--- config.mk ---
export PLATFORM = sky130hd
export DESIGN_NAME = scope_seq
export DESIGN_NICKNAME = d
export VERILOG_FILES = /design/src/rtl/scope_seq_pkg.sv /design/src/rtl/scope_seq_tmr.sv /design/src/rtl/scope_seq.sv
export SDC_FILE = /design/constraint.sdc
export NUM_CORES = 1
export LEC_CHECK = 0
export CAP_MARGIN = 0
export CORE_MARGIN = 3
export CORE_UTILIZATION = 44
export DETAILED_ROUTE_END_ITERATION = 6
export PLACE_DENSITY = 0.78
export SLEW_MARGIN = 20
export SYNTH_ARGS = -nofsm -noshare
export SYNTH_HDL_FRONTEND = slang
export SYNTH_SLANG_ARGS = --single-unit
--- constraint.sdc ---
create_clock -name clk -period 2.8 [get_ports clk]
set_input_delay 0.56 -clock clk [delete_from_list [all_inputs] [get_ports clk]]
set_output_delay 0.56 -clock clk [all_outputs]
set_load 0.01 [all_outputs]
--- src/rtl/scope_seq_pkg.sv ---
// scope_seq_pkg: shared types and constants for the multi-segment acquisition
// sequencer. Holds the sequencer state encoding and the bit positions of the
// acquire-handler control strobes within the internal strobe vector.
package scope_seq_pkg;

    // Sequencer states, in the order a segment normally walks through them
    typedef enum logic [2:0] {
        ST_IDLE = 3'd0,
        ST_RST  = 3'd1,
        ST_ARM  = 3'd2,
        ST_WTRG = 3'd3,
        ST_WSTP = 3'd4,
        ST_HOLD = 3'd5
    } seq_state_t;

    // Bit positions of the acquire-handler strobes in the strobe vector
    localparam int STB_RST = 0;
    localparam int STB_ACQ = 1;
    localparam int STB_STP = 2;
    localparam int STB_W   = 3;

    // One-hot strobe vector with only the requested strobe set, so at most
    // one control strobe can ever be issued per cycle
    function automatic logic [STB_W-1:0] stb_bit(input int idx);
        return STB_W'(1) << idx;
    endfunction

endpackage

--- src/rtl/scope_seq_tmr.sv ---
// scope_seq_tmr: loadable down-counter used for the hold-off interval and the
// per-segment trigger timeout. A load takes priority over counting; counting
// stops at zero so 'zero' stays asserted until the next load.
module scope_seq_tmr #(
    parameter int CW = 32
) (
    input  logic          clk,
    input  logic          rstn,
    input  logic          load,
    input  logic [CW-1:0] load_val,
    input  logic          en,
    output logic          zero
);

    logic [CW-1:0] cnt_reg;

    // Load, or count down while enabled and not yet exhausted
    always_ff @(posedge clk) begin
        if (!rstn) begin
            cnt_reg <= '0;
        end else if (load) begin
            cnt_reg <= load_val;
        end else if (en && (cnt_reg != '0)) begin
            cnt_reg <= cnt_reg - CW'(1);
        end
    end

    assign zero = (cnt_reg == '0);

endmodule

--- src/rtl/scope_seq.sv ---
// scope_seq: multi-segment acquisition sequencer. Drives the acquire handler's
// reset/start/stop strobes, captures cfg_seg triggered segments back to back
// with a hold-off between them, and handles abort and buffer back-pressure.
// Optional feature macro: SCOPE_SEQ_TMO_EN builds the per-segment trigger
// timeout; without it cfg_tmo is ignored and sts_tmo is constant 0.
module scope_seq #(
    parameter int CW = 32,
    parameter int SW = 16
) (
    input  logic          clk,
    input  logic          rstn,
    input  logic          ctl_str,
    input  logic          ctl_abt,
    input  logic [SW-1:0] cfg_seg,
    input  logic [CW-1:0] cfg_hld,
    input  logic [CW-1:0] cfg_tmo,
    input  logic          buf_rdy,
    input  logic          irq_trg,
    input  logic          irq_stp,
    output logic          acq_rst,
    output logic          acq_acq,
    output logic          acq_stp,
    output logic          sts_bsy,
    output logic [SW-1:0] sts_cnt,
    output logic          sts_tmo,
    output logic          sts_abt,
    output logic          irq_don
);

    import scope_seq_pkg::*;

    seq_state_t       state_reg;
    logic [STB_W-1:0] stb_reg;
    logic             bsy_reg;
    logic             abt_reg;
    logic             don_reg;
    logic [SW-1:0]    cnt_reg;

    logic             abort_ev;
    logic             start_ev;
    logic             arm_ev;
    logic             stop_ev;
    logic             tmo_ev;
    logic             last_seg;
    logic [SW-1:0]    cnt_next;

    logic             hld_load;
    logic             hld_en;
    logic             hld_zero;

    // Abort only matters while a sequence runs, and it masks every other
    // event of the same cycle (including a coincident stop).
    assign abort_ev = ctl_abt && (state_reg != ST_IDLE);

    // A start that coincides with an abort is dropped.
    assign start_ev = (state_reg == ST_IDLE) && ctl_str && !ctl_abt;

    // Arming is evaluated in RST and at the end of HOLD as well as in ARM, so
    // acq_acq follows the reset strobe or the hold-off immediately when the
    // buffer already has room.
    assign arm_ev = !abort_ev && buf_rdy &&
                    ((state_reg == ST_RST) || (state_reg == ST_ARM) ||
                     ((state_reg == ST_HOLD) && hld_zero));

    // A stop counts in WSTP, or in WTRG when it arrives with the trigger.
    assign stop_ev = !abort_ev && irq_stp &&
                     ((state_reg == ST_WSTP) ||
                      ((state_reg == ST_WTRG) && irq_trg));

    // Segment count wraps naturally; cfg_seg = 0 never matches a compare.
    assign cnt_next = cnt_reg + SW'(1);
    assign last_seg = (cfg_seg != '0) && (cnt_next == cfg_seg);

    assign hld_load = stop_ev && !last_seg;
    assign hld_en   = (state_reg == ST_HOLD);

    scope_seq_tmr #(
        .CW(CW)
    ) u_hld_tmr (
        .clk      (clk),
        .rstn     (rstn),
        .load     (hld_load),
        .load_val (cfg_hld),
        .en       (hld_en),
        .zero     (hld_zero)
    );

`ifdef SCOPE_SEQ_TMO_EN
    logic tmo_en;
    logic tmo_zero;
    logic tmo_act_reg;
    logic tmo_sts_reg;

    assign tmo_en = (state_reg == ST_WTRG);

    scope_seq_tmr #(
        .CW(CW)
    ) u_tmo_tmr (
        .clk      (clk),
        .rstn     (rstn),
        .load     (arm_ev),
        .load_val (cfg_tmo),
        .en       (tmo_en),
        .zero     (tmo_zero)
    );

    // A trigger in the expiry cycle wins over the timeout.
    assign tmo_ev = !abort_ev && (state_reg == ST_WTRG) && !irq_trg &&
                    tmo_act_reg && tmo_zero;

    // Capture at arm time whether this segment has a timeout; keep the sticky
    // timeout flag until the next accepted start.
    always_ff @(posedge clk) begin
        if (!rstn) begin
            tmo_act_reg <= 1'b0;
            tmo_sts_reg <= 1'b0;
        end else begin
            if (arm_ev) begin
                tmo_act_reg <= (cfg_tmo != '0);
            end
            if (start_ev) begin
                tmo_sts_reg <= 1'b0;
            end else if (tmo_ev) begin
                tmo_sts_reg <= 1'b1;
            end
        end
    end

    assign sts_tmo = tmo_sts_reg;
`else
    logic unused_cfg_tmo;

    assign unused_cfg_tmo = ^cfg_tmo;
    assign tmo_ev         = 1'b0;
    assign sts_tmo        = 1'b0;
`endif

    // Sequencer state machine with registered strobes and status
    always_ff @(posedge clk) begin
        if (!rstn) begin
            state_reg <= ST_IDLE;
            stb_reg   <= '0;
            bsy_reg   <= 1'b0;
            abt_reg   <= 1'b0;
            don_reg   <= 1'b0;
            cnt_reg   <= '0;
        end else begin
            stb_reg <= '0;
            don_reg <= 1'b0;
            if (state_reg == ST_IDLE) begin
                if (start_ev) begin
                    cnt_reg   <= '0;
                    abt_reg   <= 1'b0;
                    bsy_reg   <= 1'b1;
                    stb_reg   <= stb_bit(STB_RST);
                    state_reg <= ST_RST;
                end
            end else if (abort_ev) begin
                stb_reg   <= stb_bit(STB_STP);
                abt_reg   <= 1'b1;
                don_reg   <= 1'b1;
                bsy_reg   <= 1'b0;
                state_reg <= ST_IDLE;
            end else if (tmo_ev) begin
                stb_reg   <= stb_bit(STB_STP);
                don_reg   <= 1'b1;
                bsy_reg   <= 1'b0;
                state_reg <= ST_IDLE;
            end else if (stop_ev) begin
                cnt_reg <= cnt_next;
                if (last_seg) begin
                    don_reg   <= 1'b1;
                    bsy_reg   <= 1'b0;
                    state_reg <= ST_IDLE;
                end else begin
                    state_reg <= ST_HOLD;
                end
            end else if (arm_ev) begin
                stb_reg   <= stb_bit(STB_ACQ);
                state_reg <= ST_WTRG;
            end else begin
                case (state_reg)
                    ST_RST:  state_reg <= ST_ARM;
                    ST_WTRG: if (irq_trg) state_reg <= ST_WSTP;
                    ST_HOLD: if (hld_zero) state_reg <= ST_ARM;
                    default: state_reg <= state_reg;
                endcase
            end
        end
    end

    assign acq_rst = stb_reg[STB_RST];
    assign acq_acq = stb_reg[STB_ACQ];
    assign acq_stp = stb_reg[STB_STP];
    assign sts_bsy = bsy_reg;
    assign sts_cnt = cnt_reg;
    assign sts_abt = abt_reg;
    assign irq_don = don_reg;

endmodule

**Yosys cells after proc, flatten, opt, wreduce, memory -nomap -nowiden**

Cells that the tools add are included.

- Flip-flop bits (word level): 57
- Input bits: 87
- Output and inout port bits: 23
- Logic and storage cells: 85

- Add/subtract/negate cells: 2
- Equality and inequality tests: 10
- Multiplexer cells: 31
- Bitwise operators: 1
- Reduce and logical (&&, ||, !) cells: 34

Operators by type and width:

| operator | number |
|---|---|
| two-way mux 16 bit | 4 |
| two-way mux 32 bit | 2 |
| zero test 32 bit | 1 |
| nonzero test 32 bit | 1 |
| subtractor 32 x 1 -> 32 bit (second input constant) | 1 |
| two-way mux 3 bit | 10 |
| adder 16 x 1 -> 16 bit (second input constant) | 1 |
| == test 16 bit | 1 |
| nonzero test 16 bit | 1 |
| logical AND 1 bit | 12 |
| two-way mux 1 bit | 12 |
| != test 6 bit (second input constant) | 2 |
| one-hot mux 3 bit (3 select lines) | 1 |
| nonzero test 3 bit | 3 |
| nonzero test 7 bit | 1 |
| == test 3 x 2 -> 1 bit (second input constant) | 2 |
| == test 3 bit (second input constant) | 2 |
| AND reduction 3 bit | 2 |
| nonzero test 2 bit | 3 |
| two-way mux 2 bit | 2 |
| AND reduction 4 bit | 1 |
| == test 3 x 1 -> 1 bit (second input constant) | 1 |
| zero test 1 bit | 3 |
| zero test 3 bit | 1 |
| 6 further kinds | 8 |

**Longest topological paths before layout**

- Depth after elaboration: 9
- Gate-level depth with buffers: 11
- Mapped depth without buffers: 9

**Cells and area by module**

A second synthesis with hierarchy kept.

- Cell total of the unflattened synthesis: 473
- Area, all modules: 3738.6 um^2

By module, submodules not included:

| module | times used | cells each | area an instance (um^2) | sequential area each (um^2) |
|---|---|---|---|---|
| scope_seq_tmr | 1 | 229 | 1935.6 | 640.6 |
| scope_seq | 1 | 244 | 1803.0 | 500.5 |

**Worst setup path before layout**

OpenSTA, ideal clock, no wires.

- Path type: flip-flop to flip-flop
- Start point: register cnt_reg[0] (netlist: sts_cnt[0])
- End point: register u_hld_tmr.cnt_reg[16]
- Setup time: 0.120 ns
- Data arrival time: 2.746 ns
- Data required time: 2.680 ns
- Path slack: -0.066 ns
- Cell stages (with the launch flop): 11
- Path buffers: 2
- Clock period less this slack: 2.866 ns
- Cells stage by stage: dfxtp_1 ha_1 nand3_4 or4_1 buf_2 mux2i_1 o211ai_1 or4_1 buf_4 and3_4 o31a_1

- Word-level cells in the longest chain between the ends: 6
- Elaborated cells on any way between the ends: 7
- Classes of those cells: add/sub: 1; eq/ne: 1; mux: 1; reduce/logical: 4

Ends and longest elaborated chain:

| element | RTL line | source |
|---|---|---|
| start: declaration | scope_seq.sv:37 | `logic [SW-1:0] cnt_reg;` |
| start signal: assignment | scope_seq.sv:170 | `cnt_reg <= cnt_next;` |
| adder 16 x 1 -> 16 bit * | scope_seq.sv:71 | `assign cnt_next = cnt_reg + SW'(1);` |
| == test 16 bit * | scope_seq.sv:72 | `assign last_seg = (cfg_seg != '0) && (cnt_next == cfg_seg);` |
| logical AND 1 bit * | scope_seq.sv:72 |  |
| zero test 1 bit * | scope_seq.sv:74 | `assign hld_load = stop_ev && !last_seg;` |
| logical AND 1 bit * | scope_seq.sv:74 |  |
| two-way mux 32 bit or nonzero test 2 bit (tied branches) | -- |  |
| end signal: assignment | scope_seq_tmr.sv:22 | `cnt_reg <= load_val;` |
| end signal: assignment | scope_seq_tmr.sv:24 | `cnt_reg <= cnt_reg - CW'(1);` |
| end: declaration | scope_seq_tmr.sv:15 | `logic [CW-1:0] cnt_reg;` |

Every way passes the cells marked *; elsewhere a longest branch is shown, timed or not.
A chain may end at the register's enable or synchronous reset.

**Final worst setup path**

- Start point: register cnt_reg[0] (netlist: sts_cnt[0])
- End point: register u_hld_tmr.cnt_reg[29]

Same word-level chain as after synthesis.

==> metrics.yaml <==
yosys:
  avgSynthCellArea_sq_um: 7.76
  synth_warnings: 0
  yosys_most_used_dff: "dfxtp_1"
  syn-cell-area_sq_um: 3750
  synth_seq_cells: 57
  synth_cell_types: 57
  yosysSeqAreaShare_pct: 30.4
  async_flop_share_pct: 0
  synth_cells: 484
  synth-edff-count: 0
  synth_fp_nets: 574
sta:
  period_needed_ns: 2.69
  worstMarginPinSlew_ns: 0.498
  holdWs_ns: 0.469
  slew_headroom_pct: 66.6
  hold_viol: 0
  post-route-period-util_pct: 96.0
  fmaxAchievable_mhz: 372
  rsz0062_at_grt: "yes"
  report.final.slew_viol_count: 0
  fin_skew_ns: 0.00982
  setup_violations: 0
floorplanning:
  initial_core_util_pct: 45.5
  ios: 110
  fp-row-count: 33
  coreArea_sq_um: 8260
  chipHeight_um: 98.4
  die_area_sq_um: 9680
  fp.dieW_um: 98.4
cts:
  clock-sinks: 57
  cts_hold_buf: 0
  clockRootBuffer: "clkbuf_8"
  cts_tree: "built"
  h-tree-depth: 3
  cts_buffers: 9
  path_clk_slew_ns: 0.08
  clock_latency_ns: 0.35
  cts_buffer_depth: 2
finish:
  num_antenna_cells: 0
  nets: 694
  finalNonFillerCells: 714
  ff_latch_area_sq_um: 1150
  multi_input_area_sq_um: 2470
  fill_cells: 741
  drive_gt1_share_pct: 17.9
  area_delta_synth_final_pct: 42.1
  largest_reg_flops: 32
routing:
  met3_length_um: 715
  antenna_left: 0
  wl_per_cell_um: 15.8
  vias_per_cell: 5.85
  drt_iter0_drc: 160
  highest_layer: "met4"
  met2_wirelength_um: 5530
  wl_met1_um: 4770
  vias: 4177
  dr.pass1.iters: 5
  drt-total-wl_um: 11300
  drc: 0
worst_setup_path:
  critPathRequiredTime_ns: 3.07
  max_stage_delay_ns: 0.59
  crit_buf_inv: 2
  critPathTopFamily: "compound AO/OA/AOI/OAI gates"
  path_max_fanout: 5
  worstSetupPathType: "reg -> reg"
  crit_path_cell_trace: "ha_4 > buf_4 > and3_4 > mux2i_1 > o31ai_1 > o211ai_1 > or4_4 > buf_6 > a41o_1 > a31oi_1"
  crit_path_end_kind: "flop"
  cp.depth: 10
  slowest_stage: "or4_4"
  worstSetupStartpointType: "flop"
  crit_arrival_ns: 2.96
  r2r.worst_path.cells: 10
run_status:
  status: "complete, no violations"
global_routing:
  grt_first_pass_wirelength_um: 18700
  antenna_found_initial: 0
  grt_overflow: 0
  grt_pass1_vias: 4091
  grt_max_degree: 36
  track_usage_pct: 23.2
placement:
  gp_congestion: 0.840
  port_buffers: 76
  dp_hpwl_um: 8080
  dp.cells: 696
worst_hold_path:
  hold_path_depth: 2
  hp-class: "reg -> reg"
power_and_ir_drop:
  ir_worst_vdd_uv: 265
  total_leakage_power_uw: 0.00193
  powerDensity_nw_per_um2: 349
run:
  maxCapViolCount: 0
==> power breakdown <==
part | internal [uW] | switching, uW | total (uW)
Combinational | 134 | 96.8 | 231
Clock | 436 | 377 | 813
Sequential | 815 | 5.84 | 821
==> kinds of logic (layout without fill, tap and decap cells) <==
group	count (synthesis)	in the layout	synth area share (%)
buffers and inverters	49	174	5.53
adders and majority gates	3	3	1.00
other	1	1	0.0999
AOI/OAI and AO/OA	120	120	21.2
and+or+nand+nor	210	210	31.4
xor gates and xnor gates	41	41	9.56
muxes	3	3	0.800
DFF	57	57	30.4
==> synth_stat cells (5+ instances only) <==
cell | number | share of area [%]
dfxtp_1 | 57 | 30
nor3_1 | 37 | 4.9
nor2_1 | 32 | 3.2
clkbuf_1 | 28 | 2.8
nand2_1 | 27 | 2.7
o21ai_0 | 27 | 3.6
a21oi_1 | 23 | 3.1
xor2_1 | 22 | 5.1
a211oi_1 | 20 | 4.0
nor4_1 | 19 | 3.2
xnor2_1 | 19 | 4.4
nand3_1 | 17 | 2.3
or4_1 | 11 | 2.2
inv_1 | 10 | 1.0
nand4_1 | 10 | 1.7
or3_1 | 10 | 1.7
a31oi_1 | 8 | 1.3
nand2b_1 | 8 | 1.3
o31ai_1 | 8 | 1.6
buf_2 | 7 | 0.93
and4_1 | 5 | 1.2
nor2b_1 | 5 | 0.83
o21a_1 | 5 | 1.0
or2_2 | 5 | 0.83
==> worst min-delay path, delay by kind of cell, from the launching register on <==
kind,cells,cell delay [ns]
flops,1,0.31
compound gates,1,0.06
simple gates,1,0.05
==> layout by cell type (no fill, tap or decap), types with 19 or more instances in the layout <==
| cell type | n |
|---|---|
| clkdlybuf4s50_1 | 76 |
| a211oi_1 | 19 |
| nor3_1 | 37 |
| buf_4 | 66 |
| xnor2_1 | 19 |
| nand2_1 | 27 |
| a21oi_1 | 23 |
| dfxtp_1 | 55 |
| o21ai_0 | 27 |
| xor2_1 | 22 |
| nor2_1 | 32 |
==> per-stage QoR <==
| step | total power (uW) | setup slack [ns] | TNS, ns | cell area, sq um | utilization [%] |
|---|---|---|---|---|---|
| after global routing | 1920 | -0.0383 | -0.210 | 5340 | 64.6 |
| after CTS | 1870 | 0.0609 | 0 | 5260 | 63.7 |
| after floorplan | 922 | 0.0217 | 0 | 3760 | - |
| after detailed placement | 1070 | -0.348 | -9.39 | 5050 | 61.2 |
| after global placement | 1060 | -0.298 | -7.92 | 5050 | 61.2 |
| final | 1860 | 0.112 | 0 | 5340 | 64.6 |
==> layout make-up <==
cell class	count	share of cell area, %
Sequential cell	57	21.5
Clock inverter	6	1.24
Inverter	10	0.703
Clock buffer	10	2.58
Timing Repair Buffer	148	25.3
Multi-Input combinational cell	378	46.2
Tap cell	105	2.46
==> final timing paths <==
check / start / to / slack (ns)
worst min-delay path: sts_bsy$_SDFFE_PN0P_ / sts_bsy$_SDFFE_PN0P_ / 0.47
worst max-delay path: sts_cnt[0]$_SDFFE_PN0P_ / u_hld_tmr.cnt_reg[29]$_SDFFE_PN0P_ / 0.11
worst max register to register: sts_cnt[0]$_SDFFE_PN0P_ / u_hld_tmr.cnt_reg[29]$_SDFFE_PN0P_ / 0.11
worst min register to register: sts_bsy$_SDFFE_PN0P_ / sts_bsy$_SDFFE_PN0P_ / 0.47
==> what timing repair did <==
item | in CTS | in global routing
buffers inserted | 0 | 1
setup endpoints to repair | 1 | 36
resized for setup | 1 | 19
pin swaps | 0 | 5
cloned | 0 | 1
==> per-layer routing <==
layer / track usage (%) / vias up
met1: 28.2 / 1966
met2: 40.0 / 139
met3: 4.57 / 26
met5: 0 / -
met4: 9.45 / 0
li1: - / 2046
Note: power is estimated with default switching activity, not from simulation.
